**config.mk**
```make
export PLATFORM = sky130hd
export DESIGN_NAME = bus_arbiter8_flat
export DESIGN_NICKNAME = d
export VERILOG_FILES = /design/src/rtl/bus_arb_pkg.sv /design/src/rtl/bus_arbiter8_if.sv /design/src/rtl/rr_pick8.sv /design/src/rtl/bus_arbiter8.sv /design/src/flat_wrapper.sv
export SDC_FILE = /design/constraint.sdc
export NUM_CORES = 1
export LEC_CHECK = 0
export ABC_CLOCK_PERIOD_IN_PS = 4600
export CAP_MARGIN = 25
export CORE_ASPECT_RATIO = 1.1
export CORE_MARGIN = 5
export CORE_UTILIZATION = 39
export CTS_CLUSTER_SIZE = 16
export DETAILED_ROUTE_END_ITERATION = 6
export HOLD_SLACK_MARGIN = 0.12
export SYNTH_ARGS = -nofsm -noshare
export SYNTH_HDL_FRONTEND = slang
export SYNTH_SLANG_ARGS = --single-unit
```
**constraint.sdc**
```tcl
create_clock -name Clk -period 4.6 [get_ports Clk]
set_input_delay 1.38 -clock Clk [delete_from_list [all_inputs] [get_ports Clk]]
set_output_delay 1.38 -clock Clk [all_outputs]
set_load 0.005 [all_outputs]
```
**src/rtl/bus_arb_pkg.sv**
```systemverilog
// Shared constants, output payload type and helpers for the 8-way bus arbiter.
package bus_arb_pkg;

  localparam int unsigned NUM_REQ = 8;
  localparam int unsigned SEL_W   = 3;

  localparam logic [1:0] ST_IDLE = 2'd0;
  localparam logic [1:0] ST_OWN  = 2'd1;

  localparam logic [NUM_REQ-1:0] GNT_NONE = 8'h00;

  // Registered arbiter outputs, kept together so they update as one word.
  typedef struct packed {
    logic [NUM_REQ-1:0] grant;
    logic [SEL_W-1:0]   sel;
    logic               busy;
    logic               sw;
  } arb_out_t;

  function automatic logic [NUM_REQ-1:0] onehot(input logic [SEL_W-1:0] idx);
    return NUM_REQ'(1) << idx;
  endfunction

endpackage

```
**src/rtl/bus_arbiter8_if.sv**
```systemverilog
// Request/grant bundle between the control unit requesters and the bus arbiter.
interface bus_arbiter8_if import bus_arb_pkg::*; ();

  logic [NUM_REQ-1:0] Req;
  logic [NUM_REQ-1:0] Grant;
  logic [SEL_W-1:0]   Sel;
  logic               Busy;
  logic               Switch;

  modport master (
    input  Req,
    output Grant,
    output Sel,
    output Busy,
    output Switch
  );

  modport slave (
    output Req,
    input  Grant,
    input  Sel,
    input  Busy,
    input  Switch
  );

endinterface

```
**src/rtl/rr_pick8.sv**
```systemverilog
// Round-robin pick: first set request scanning from ptr upward, modulo 8.
module rr_pick8 import bus_arb_pkg::*; (
  input  logic [NUM_REQ-1:0] req,
  input  logic [SEL_W-1:0]   ptr,
  output logic               any_c,
  output logic [SEL_W-1:0]   idx_c
);

  logic [NUM_REQ-1:0] rot;
  logic [SEL_W-1:0]   off;

  // Rotate so ptr lands at bit 0, then take the lowest set bit.
  always_comb begin
    rot = NUM_REQ'({req, req} >> ptr);
    off = '0;
    for (int i = NUM_REQ - 1; i >= 0; i--) begin
      if (rot[i]) off = SEL_W'(i);
    end
    any_c = |req;
    idx_c = ptr + off;
  end

endmodule

```
**src/rtl/bus_arbiter8.sv**
```systemverilog
// Round-robin owner of the 8:1 datapath bus mux with a per-owner hold limit.
module bus_arbiter8 import bus_arb_pkg::*; #(
  parameter int unsigned MAX_HOLD = 4,
  parameter int unsigned HOLD_W   = 4
) (
  input  logic          Clk,
  input  logic          Reset,
  bus_arbiter8_if.master bus
);

  logic [1:0]        state_q, state_d;
  logic [SEL_W-1:0]  ptr_q, ptr_d;
  logic [HOLD_W-1:0] hold_q, hold_d;
  arb_out_t          out_q, out_d;

  logic               own_req;
  logic               hold_max;
  logic [SEL_W-1:0]   next_ptr;
  logic [NUM_REQ-1:0] req_others;
  logic               idle_any, hand_any;
  logic [SEL_W-1:0]   idle_idx, hand_idx;

  assign own_req    = bus.Req[out_q.sel];
  assign hold_max   = (hold_q == HOLD_W'(MAX_HOLD));
  assign next_ptr   = out_q.sel + SEL_W'(1);
  assign req_others = bus.Req & ~out_q.grant;

  // Fresh grant out of IDLE uses the stored pointer.
  rr_pick8 u_pick_idle (
    .req   (bus.Req),
    .ptr   (ptr_q),
    .any_c (idle_any),
    .idx_c (idle_idx)
  );

  // Hand-off candidate: everyone but the owner, scanning from owner+1.
  rr_pick8 u_pick_hand (
    .req   (req_others),
    .ptr   (next_ptr),
    .any_c (hand_any),
    .idx_c (hand_idx)
  );

  always_comb begin
    state_d    = state_q;
    ptr_d      = ptr_q;
    hold_d     = hold_q;
    out_d      = out_q;
    out_d.sw   = 1'b0;

    case (state_q)
      ST_IDLE: begin
        out_d.grant = GNT_NONE;
        out_d.busy  = 1'b0;
        if (idle_any) begin
          out_d.grant = onehot(idle_idx);
          out_d.sel   = idle_idx;
          out_d.busy  = 1'b1;
          out_d.sw    = 1'b1;
          hold_d      = HOLD_W'(1);
          state_d     = ST_OWN;
        end
      end

      ST_OWN: begin
        // Release wins over expiry when both happen on the same edge.
        if (!own_req || hold_max) begin
          ptr_d = next_ptr;
          if (hand_any) begin
            out_d.grant = onehot(hand_idx);
            out_d.sel   = hand_idx;
            out_d.sw    = 1'b1;
            hold_d      = HOLD_W'(1);
          end else if (!own_req) begin
            out_d.grant = GNT_NONE;
            out_d.busy  = 1'b0;
            hold_d      = '0;
            state_d     = ST_IDLE;
          end else begin
            hold_d = HOLD_W'(1);
          end
        end else if (hold_q < HOLD_W'(MAX_HOLD)) begin
          hold_d = hold_q + HOLD_W'(1);
        end
      end

      default: begin
        out_d.grant = GNT_NONE;
        out_d.busy  = 1'b0;
        hold_d      = '0;
        state_d     = ST_IDLE;
      end
    endcase
  end

  always_ff @(posedge Clk or posedge Reset) begin
    if (Reset) begin
      state_q <= ST_IDLE;
      ptr_q   <= '0;
      hold_q  <= '0;
      out_q   <= '0;
    end else begin
      state_q <= state_d;
      ptr_q   <= ptr_d;
      hold_q  <= hold_d;
      out_q   <= out_d;
    end
  end

  assign bus.Grant  = out_q.grant;
  assign bus.Sel    = out_q.sel;
  assign bus.Busy   = out_q.busy;
  assign bus.Switch = out_q.sw;

endmodule

```
**src/flat_wrapper.sv**
```systemverilog
// flat-port wrapper written by rule: the top's interface ports become plain ports
module bus_arbiter8_flat import bus_arb_pkg::*;
#(
  parameter int unsigned MAX_HOLD = 4,
  parameter int unsigned HOLD_W   = 4
)
  (Clk, Reset, bus_Req, bus_Grant, bus_Sel, bus_Busy, bus_Switch);
  bus_arbiter8_if bus_i ();
  input  logic Clk;
  input  logic Reset;
  input wire logic [$bits(bus_i.Req)-1:0] bus_Req;
  output wire logic [$bits(bus_i.Grant)-1:0] bus_Grant;
  output wire logic [$bits(bus_i.Sel)-1:0] bus_Sel;
  output wire logic [$bits(bus_i.Busy)-1:0] bus_Busy;
  output wire logic [$bits(bus_i.Switch)-1:0] bus_Switch;
  assign bus_i.Req = bus_Req;
  assign bus_Grant = bus_i.Grant;
  assign bus_Sel = bus_i.Sel;
  assign bus_Busy = bus_i.Busy;
  assign bus_Switch = bus_i.Switch;
  bus_arbiter8 #(.MAX_HOLD(MAX_HOLD), .HOLD_W(HOLD_W)) u_core (.Clk(Clk), .Reset(Reset), .bus(bus_i));
endmodule
```
==> run_results.csv, run 1 <==
group,metric,value,unit
timing,tightest_slew,0.8493,ns
routing,vias,2230,
synth,syn_area,0.002286,mm^2
setup_path,worstPathRequired,4.75,ns
routing,ant_nets,0,
timing,fmax,221.1,MHz
setup_path,worst_ep_arrival_time,4.67,ns
synth,synth.distinct_cells,62,
layout,drive_gt1_frac,0.3013,
global_routing,grt_first_pass_wirelength,10.52,mm
timing,finalCritPeriodShare,0.9833,
setup_path,startpoint_type,"input pin",
synth,ys_seq_area_frac,0.2299,
layout,area_delta_synth_final,29.83,%
place,io_buffers,22,
synth,muxShareOfSynthArea,0.2518,
synth,synth_area_per_cell,9.218,um^2
setup_path,cp_cell_sequence,"clkdlybuf4s50_1, buf_6, mux2_2, mux2i_1, mux2_4, o221ai_2, nor2_1, o21ai_1, a32o_2, ha_4, fa_2, xor2_2, xnor2_2, and2b_1, a221o_1",
setup_path,r2r_slack,0.70,ns
worst_hold_path,worstHoldPathCells,2,
place,routabilityCongestion,0.9252,
clock_tree,clock_sinks,21,
setup_path,worstRegToRegCells,13,
routing,routed_wl,6.482,mm
floorplanning,dieArea,0.007494,mm^2
place,pre_cts_slack,-0.3164,ns
setup_path,crit_type,"input pin to flip-flop",
synth,synthTopCellsByArea,"dfrtp_1, mux4_2, mux2i_1, mux2_2, o21ai_0",
timing,hold_viol_final,0,
synth,syn-num-nets,265,
clock_tree,clkLatencyLatePin,0.26,ns
synth,yosys_most_used_dff,"dfrtp_1",
clock_tree,cts_buffers,3,
clock_tree,htreeDepth,1,
floorplanning,die_w,83.00,um
synth,postSynthCellCount,248,
timing,setup_viol,0,
timing,holdWs,0.5064,ns
clock_tree,clkTransAtPathRegs,0.08,ns
synth,synth_compound_area_frac,0.2053,
floorplanning,boundaryPins,23,
worst_hold_path,worstHoldStart,"u_core.bus.Busy",
synth,synth_simple_gate_area_frac,0.1845,
floorplanning,rows,29,
setup_path,worstPathMaxFanout,5,
worst_hold_path,hold_path.class,"flip-flop to flip-flop",
clock_tree,cts-root-buf,"clkbuf_8",
timing,setup_tns,0,ns
synth,async_flop_share,1.000,
global_routing,grtUsageTotal,0.1686,
job,maxCapViolations,0,
synth,synth.top_cell.area_share,0.2299,
timing,slew_viol_final,0,
routing,first_iter_violations,189,
timing,fin_skew,0.005822,ns
layout,fin_nets,320,
clock_tree,cts_hold_buf,0,
layout,antenna_cells,0,
floorplanning,die_h,90.30,um
clock_tree,cts_tree,"built",
setup_path,end_kind,"flip-flop",
floorplanning,core_area,0.005733,mm^2
routing,avgRoutedWirePerCell,17.10,um
place,place_area,0.002818,mm^2
timing,relSlewSlack,0.4338,
setup_path,reg2reg_from,"u_core.ptr_q[1]",
synth,synth_xor_xnor_area_share,0.02244,
layout,fillers,578,
global_routing,grt_overflow,0,
global_routing,first_global_vias,2021,
outcome,status,"finished clean",
synth,ys_seq_elements,21,
global_routing,grt_max_degree,22,
global_routing,antenna_found_initial,0,
synth,synthAdderAreaFrac,0.04488,
routing,drc_errors,0,
layout,final_area,0.002968,mm^2
floorplanning,start_util,0.3987,
timing,layout_min_cycle_time,4.523,ns
routing,detail_route.first_pass.iterations,5,
synth,synth_edf_count,0,
setup_path,r2r_end,"u_core.bus.Grant[0]",
routing,drt-vias-per-instance,5.884,
timing,fin_ws,0.07661,ns
synth,yosysMostFrequentCell,"dfrtp_1",
setup_path,max_stage_delay,0.41,ns
synth,synth_top_family_by_area,"multiplexers",
synth,yosysWarnings,0,
clock_tree,cts_buffer_depth,2,
worst_hold_path,hold_path_end,"u_core.bus.Busy",
place,dp_hpwl,4.926,mm
setup_path,crit_slowest_cell,"clkdlybuf4s50_1",
synth,synth_top_area_cell,"dfrtp_1",
synth,synth_common_cells,"dfrtp_1, nor2_1, o21ai_0",
worst max-delay path, delay by kind of cell:
kind	cells	cell delay [ns]
AOI/OAI and AO/OA	4	0.70
adders and majority gates	2	0.53
xor gates and xnor gates	2	0.43
buffers and inverters	2	0.54
and+or+nand+nor	2	0.38
muxes	3	0.71
repair_timing:
| action | 4_1_cts | 5_1_grt |
|---|---|---|
| pin swaps | 0 | 5 |
| gates cloned | 0 | 0 |
| gates resized for setup | 1 | 22 |
| setup endpoints to repair | 4 | 10 |
| setup buffers | 0 | 3 |
cell type report:
type | count | area [um^2] | area share
Inverter | 16 | 62.56 | 0.02108
Tap cell | 77 | 96.34 | 0.03246
Sequential cell | 21 | 525.5 | 0.1771
Multi-Input combinational cell | 197 | 1682 | 0.5666
Clock buffer | 3 | 41.29 | 0.01391
Clock inverter | 1 | 5.005 | 0.001686
Timing Repair Buffer | 64 | 555.5 | 0.1872
cells by family after synthesis:
family	after synthesis
AND/OR/NAND/NOR	78
AO/OA/AOI/OAI	66
multiplexers	41
buffers and inverters	30
flip-flops	21
adder cells (fa/ha/maj)	7
XOR/XNOR	5
registers in the layout, summed over array words and instances (netlist names):
signal	count
u_core.bus.Switch	1
u_core.bus.Busy	1
u_core.hold_q	4
u_core.bus.Grant	8
u_core.ptr_q	3
u_core.state_q	1
u_core.bus.Sel	3
placed cells by master (no fill, tap or decap), types with 2 or more instances in the layout:
cell type        count
a32oi_1              4
a31oi_1              4
nand2_1             15
clkdlybuf4s50_1     17
nand2b_1             7
dfrtp_1             21
buf_4               40
or4_1                2
a221o_1              5
nor3_1               4
fa_2                 2
a21oi_1              8
a221oi_1             2
o21ai_0             17
nand3b_1             4
o21ai_1              3
inv_1               14
mux4_2              12
dlymetal6s2s_1       5
nor2_1              20
or2_2                3
mux2_1               2
buf_6                2
and2_1               2
ha_1                 4
a21o_1               4
nor2b_2              3
xor2_2               2
nor2b_1              5
clkbuf_8             3
mux2i_1             16
a22oi_1              3
nand3_1              4
mux2_2               9
per-layer routing:
layer	wire [um]	GRT usage	vias up
met5	0	0	-
met4	106	0.05586	0
met3	292	0.01551	8
met2	3108	0.2640	76
met1	2975	0.2436	1095
li1	-	-	1051
how the worst max path moves through the flow:
stage | from | to | cells past startpoint
after floorplan | bus_Req[6] | u_core.bus.Grant[0] | 14
after global placement | bus_Req[2] | u_core.bus.Grant[3] | 15
after detailed placement | bus_Req[0] | u_core.bus.Grant[3] | 15
after CTS | bus_Req[1] | u_core.bus.Grant[6] | 12
after global routing | bus_Req[6] | u_core.bus.Grant[1] | 16
final | bus_Req[6] | u_core.bus.Grant[0] | 15
stage by stage:
step                      instances    util
after floorplan                 248       -
after global placement          372  0.4915
after detailed placement        372  0.4915
after CTS                       376  0.5009
after global routing            379  0.5177
final                           379  0.5177
Power of run 1 is left out: the tool's default activity adds up to more than one toggle a clock period on the data nets, which glitch-free logic cannot reach.
==> run 2, diff against run 1 <==
Settings changed: CTS_CLUSTER_DIAMETER from default to 100.
==> results of run 2 <==
No change in the layout: final DEF, timing and power equal those of run 1.
Power of run 2 is left out for the same reason.
==> run 3, diff against run 2 <==
Settings changed: ABC_CLOCK_PERIOD_IN_PS 4600 to 5800.
Clock period 4.6 ns to 5.8 ns, I/O delays scaled along.
==> run 3 against run 2 <==
Worst hold slack improved by 0.0057 ns. Die area did not move. Via count fell by 10%. Cell area fell by 12%. Sequential share of layout area rose by 2.5 points. Critical endpoint unchanged. Cell count fell by 10%. Worst setup slack improved by 0.66 ns. Global-route usage fell by 1.0 points. Critical path depth did not move. Register-to-register slack improved by 1.2 ns. Flip-flop and latch count did not move.
==> run_results.csv, run 3 (synthesized netlist as in run 1, its figures left out) <==
group,metric,value,unit
outcome,status,"finished clean",
layout,drive_gt1_frac,0.1553,
setup_path,crit_top_cell,"nor2_1",
routing,first_iter_violations,148,
setup_path,worstPathMaxFanout,9,
worst_hold_path,worstHoldPathCells,2,
timing,relSlewSlack,0.4111,
floorplanning,die_w,83.00,um
setup_path,startpoint_type,"input pin",
clock_tree,clock_sinks,21,
clock_tree,cts_tree,"built",
clock_tree,clkTransAtPathRegs,0.07,ns
setup_path,max_stage_delay,0.60,ns
timing,fin_skew,0.001160,ns
layout,antenna_cells,0,
global_routing,grt_overflow,0,
clock_tree,clkLatencyLatePin,0.26,ns
timing,tightest_slew,0.8775,ns
setup_path,crit_type,"input pin to flip-flop",
floorplanning,die_h,90.30,um
clock_tree,cts_buffers,3,
setup_path,worstRegToRegCells,14,
routing,vias,2004,
setup_path,worstPathRequired,5.94,ns
global_routing,first_global_vias,1881,
timing,holdWs,0.5121,ns
routing,routed_wl,5.917,mm
layout,final_cell_mix,"clkdlybuf4s50_1, dfrtp_1, nor2_1",
setup_path,worst_ep_arrival_time,5.20,ns
layout,area_delta_synth_final,13.74,%
routing,ant_nets,0,
clock_tree,cts-root-buf,"clkbuf_8",
global_routing,grtUsageTotal,0.1583,
routing,detail_route.first_pass.iterations,5,
timing,rsz0062_at_grt,"false",
routing,drc_errors,0,
routing,drt-vias-per-instance,5.877,
clock_tree,cts_buffer_depth,2,
timing,layout_min_cycle_time,5.060,ns
global_routing,grt_max_degree,22,
timing,fmax,197.6,MHz
place,dp_hpwl,4.486,mm
setup_path,r2r_slack,1.87,ns
place,routabilityCongestion,0.8216,
worst_hold_path,worstHoldStart,"u_core.bus.Busy",
clock_tree,postCtsSetupBuffers,0,
setup_path,end_kind,"flip-flop",
setup_path,reg2reg_from,"u_core.ptr_q[1]",
layout,fin_nets,282,
job,maxCapViolations,0,
floorplanning,start_util,0.3987,
clock_tree,cts_resized,0,
worst_hold_path,hold_path.class,"flip-flop to flip-flop",
layout,final_util,0.4535,
routing,avgRoutedWirePerCell,17.35,um
layout,largest_register_ffs,8,
setup_path,cp_cell_sequence,"clkdlybuf4s50_1, mux4_2, nor2_1, a21oi_1, a2111oi_0, nor2_1, o21ai_0, a32o_1, ha_1, fa_1, xor2_1, xnor2_1, buf_4, and2b_1, a221o_1",
layout,layout_commonest_cell,"clkdlybuf4s50_1",
floorplanning,rows,29,
floorplanning,core_area,0.005733,mm^2
global_routing,grt_first_pass_wirelength,9.853,mm
place,io_buffers,22,
global_routing,antenna_found_initial,0,
clock_tree,htreeDepth,1,
setup_path,crit_slowest_cell,"clkdlybuf4s50_1",
timing,finalCritPeriodShare,0.8724,
timing,setup_viol,0,
floorplanning,boundaryPins,23,
timing,slew_viol_final,0,
timing,setup_tns,0,ns
timing,hold_viol_final,0,
clock_tree,cts_hold_buf,0,
floorplanning,dieArea,0.007494,mm^2
setup_path,crit_path_start,"bus_Req[3]",
-- run 3: cell count changes in the layout (fill, tap and decap cells not counted), moves of 2 or more --
cell / before / now
buf_4: 40 / 4
buf_6: 2 / 0
clkdlybuf4s50_1: 17 / 22
dlymetal6s2s_1: 5 / 0
fa_1: 0 / 2
fa_2: 2 / 0
-- run 3: layer usage --
| layer | vias to the layer above | share of wire | global-route usage |
|---|---|---|---|
| met5 | - | 0 | 0 |
| met4 | 0 | 0.0085 | 0.03678 |
| met3 | 6 | 0.043 | 0.01825 |
| met2 | 55 | 0.47 | 0.2547 |
| met1 | 974 | 0.48 | 0.2273 |
| li1 | 969 | - | - |
-- run 3: through the flow --
stage / worst slack (ns) / cells / area [um^2]
CTS: 0.7602 / 341 / 2600
detailed placement: 0.4725 / 337 / 2555
finish: 0.7400 / 341 / 2600
floorplan: 1.087 / 248 / 2286
global route: 0.4542 / 341 / 2600
global placement: 0.5069 / 337 / 2555
-- run 3: area by class of cell --
cell class                 instances  area, um^2
fill                             585        3133
sequential                        21       525.5
multi-input combinational        197        1620
clock buffer                       4       45.04
tap                               77       96.34
timing repair buffer              26       250.2
inverter                          16       62.56
-- run 3: worst paths after layout --
| kind | to |
|---|---|
| max in group asynchronous | u_core.bus.Sel[2] |
| worst max-delay path | u_core.bus.Grant[0] |
| worst min-delay path | u_core.bus.Busy |
| worst min register to register | u_core.bus.Busy |
| min in group asynchronous | u_core.bus.Grant[1] |
| worst max register to register | u_core.bus.Grant[0] |
-- run 3: worst max-delay path: cells and delay by family --
family	cells	cell delay [ns]
buffers and inverters	2	0.79
xor gates and xnor gates	2	0.32
adders and majority gates	2	0.34
AOI/OAI and AO/OA	5	1.06
and+or+nand+nor	3	0.41
muxes	1	0.55
Power of run 3 is left out for the same reason.
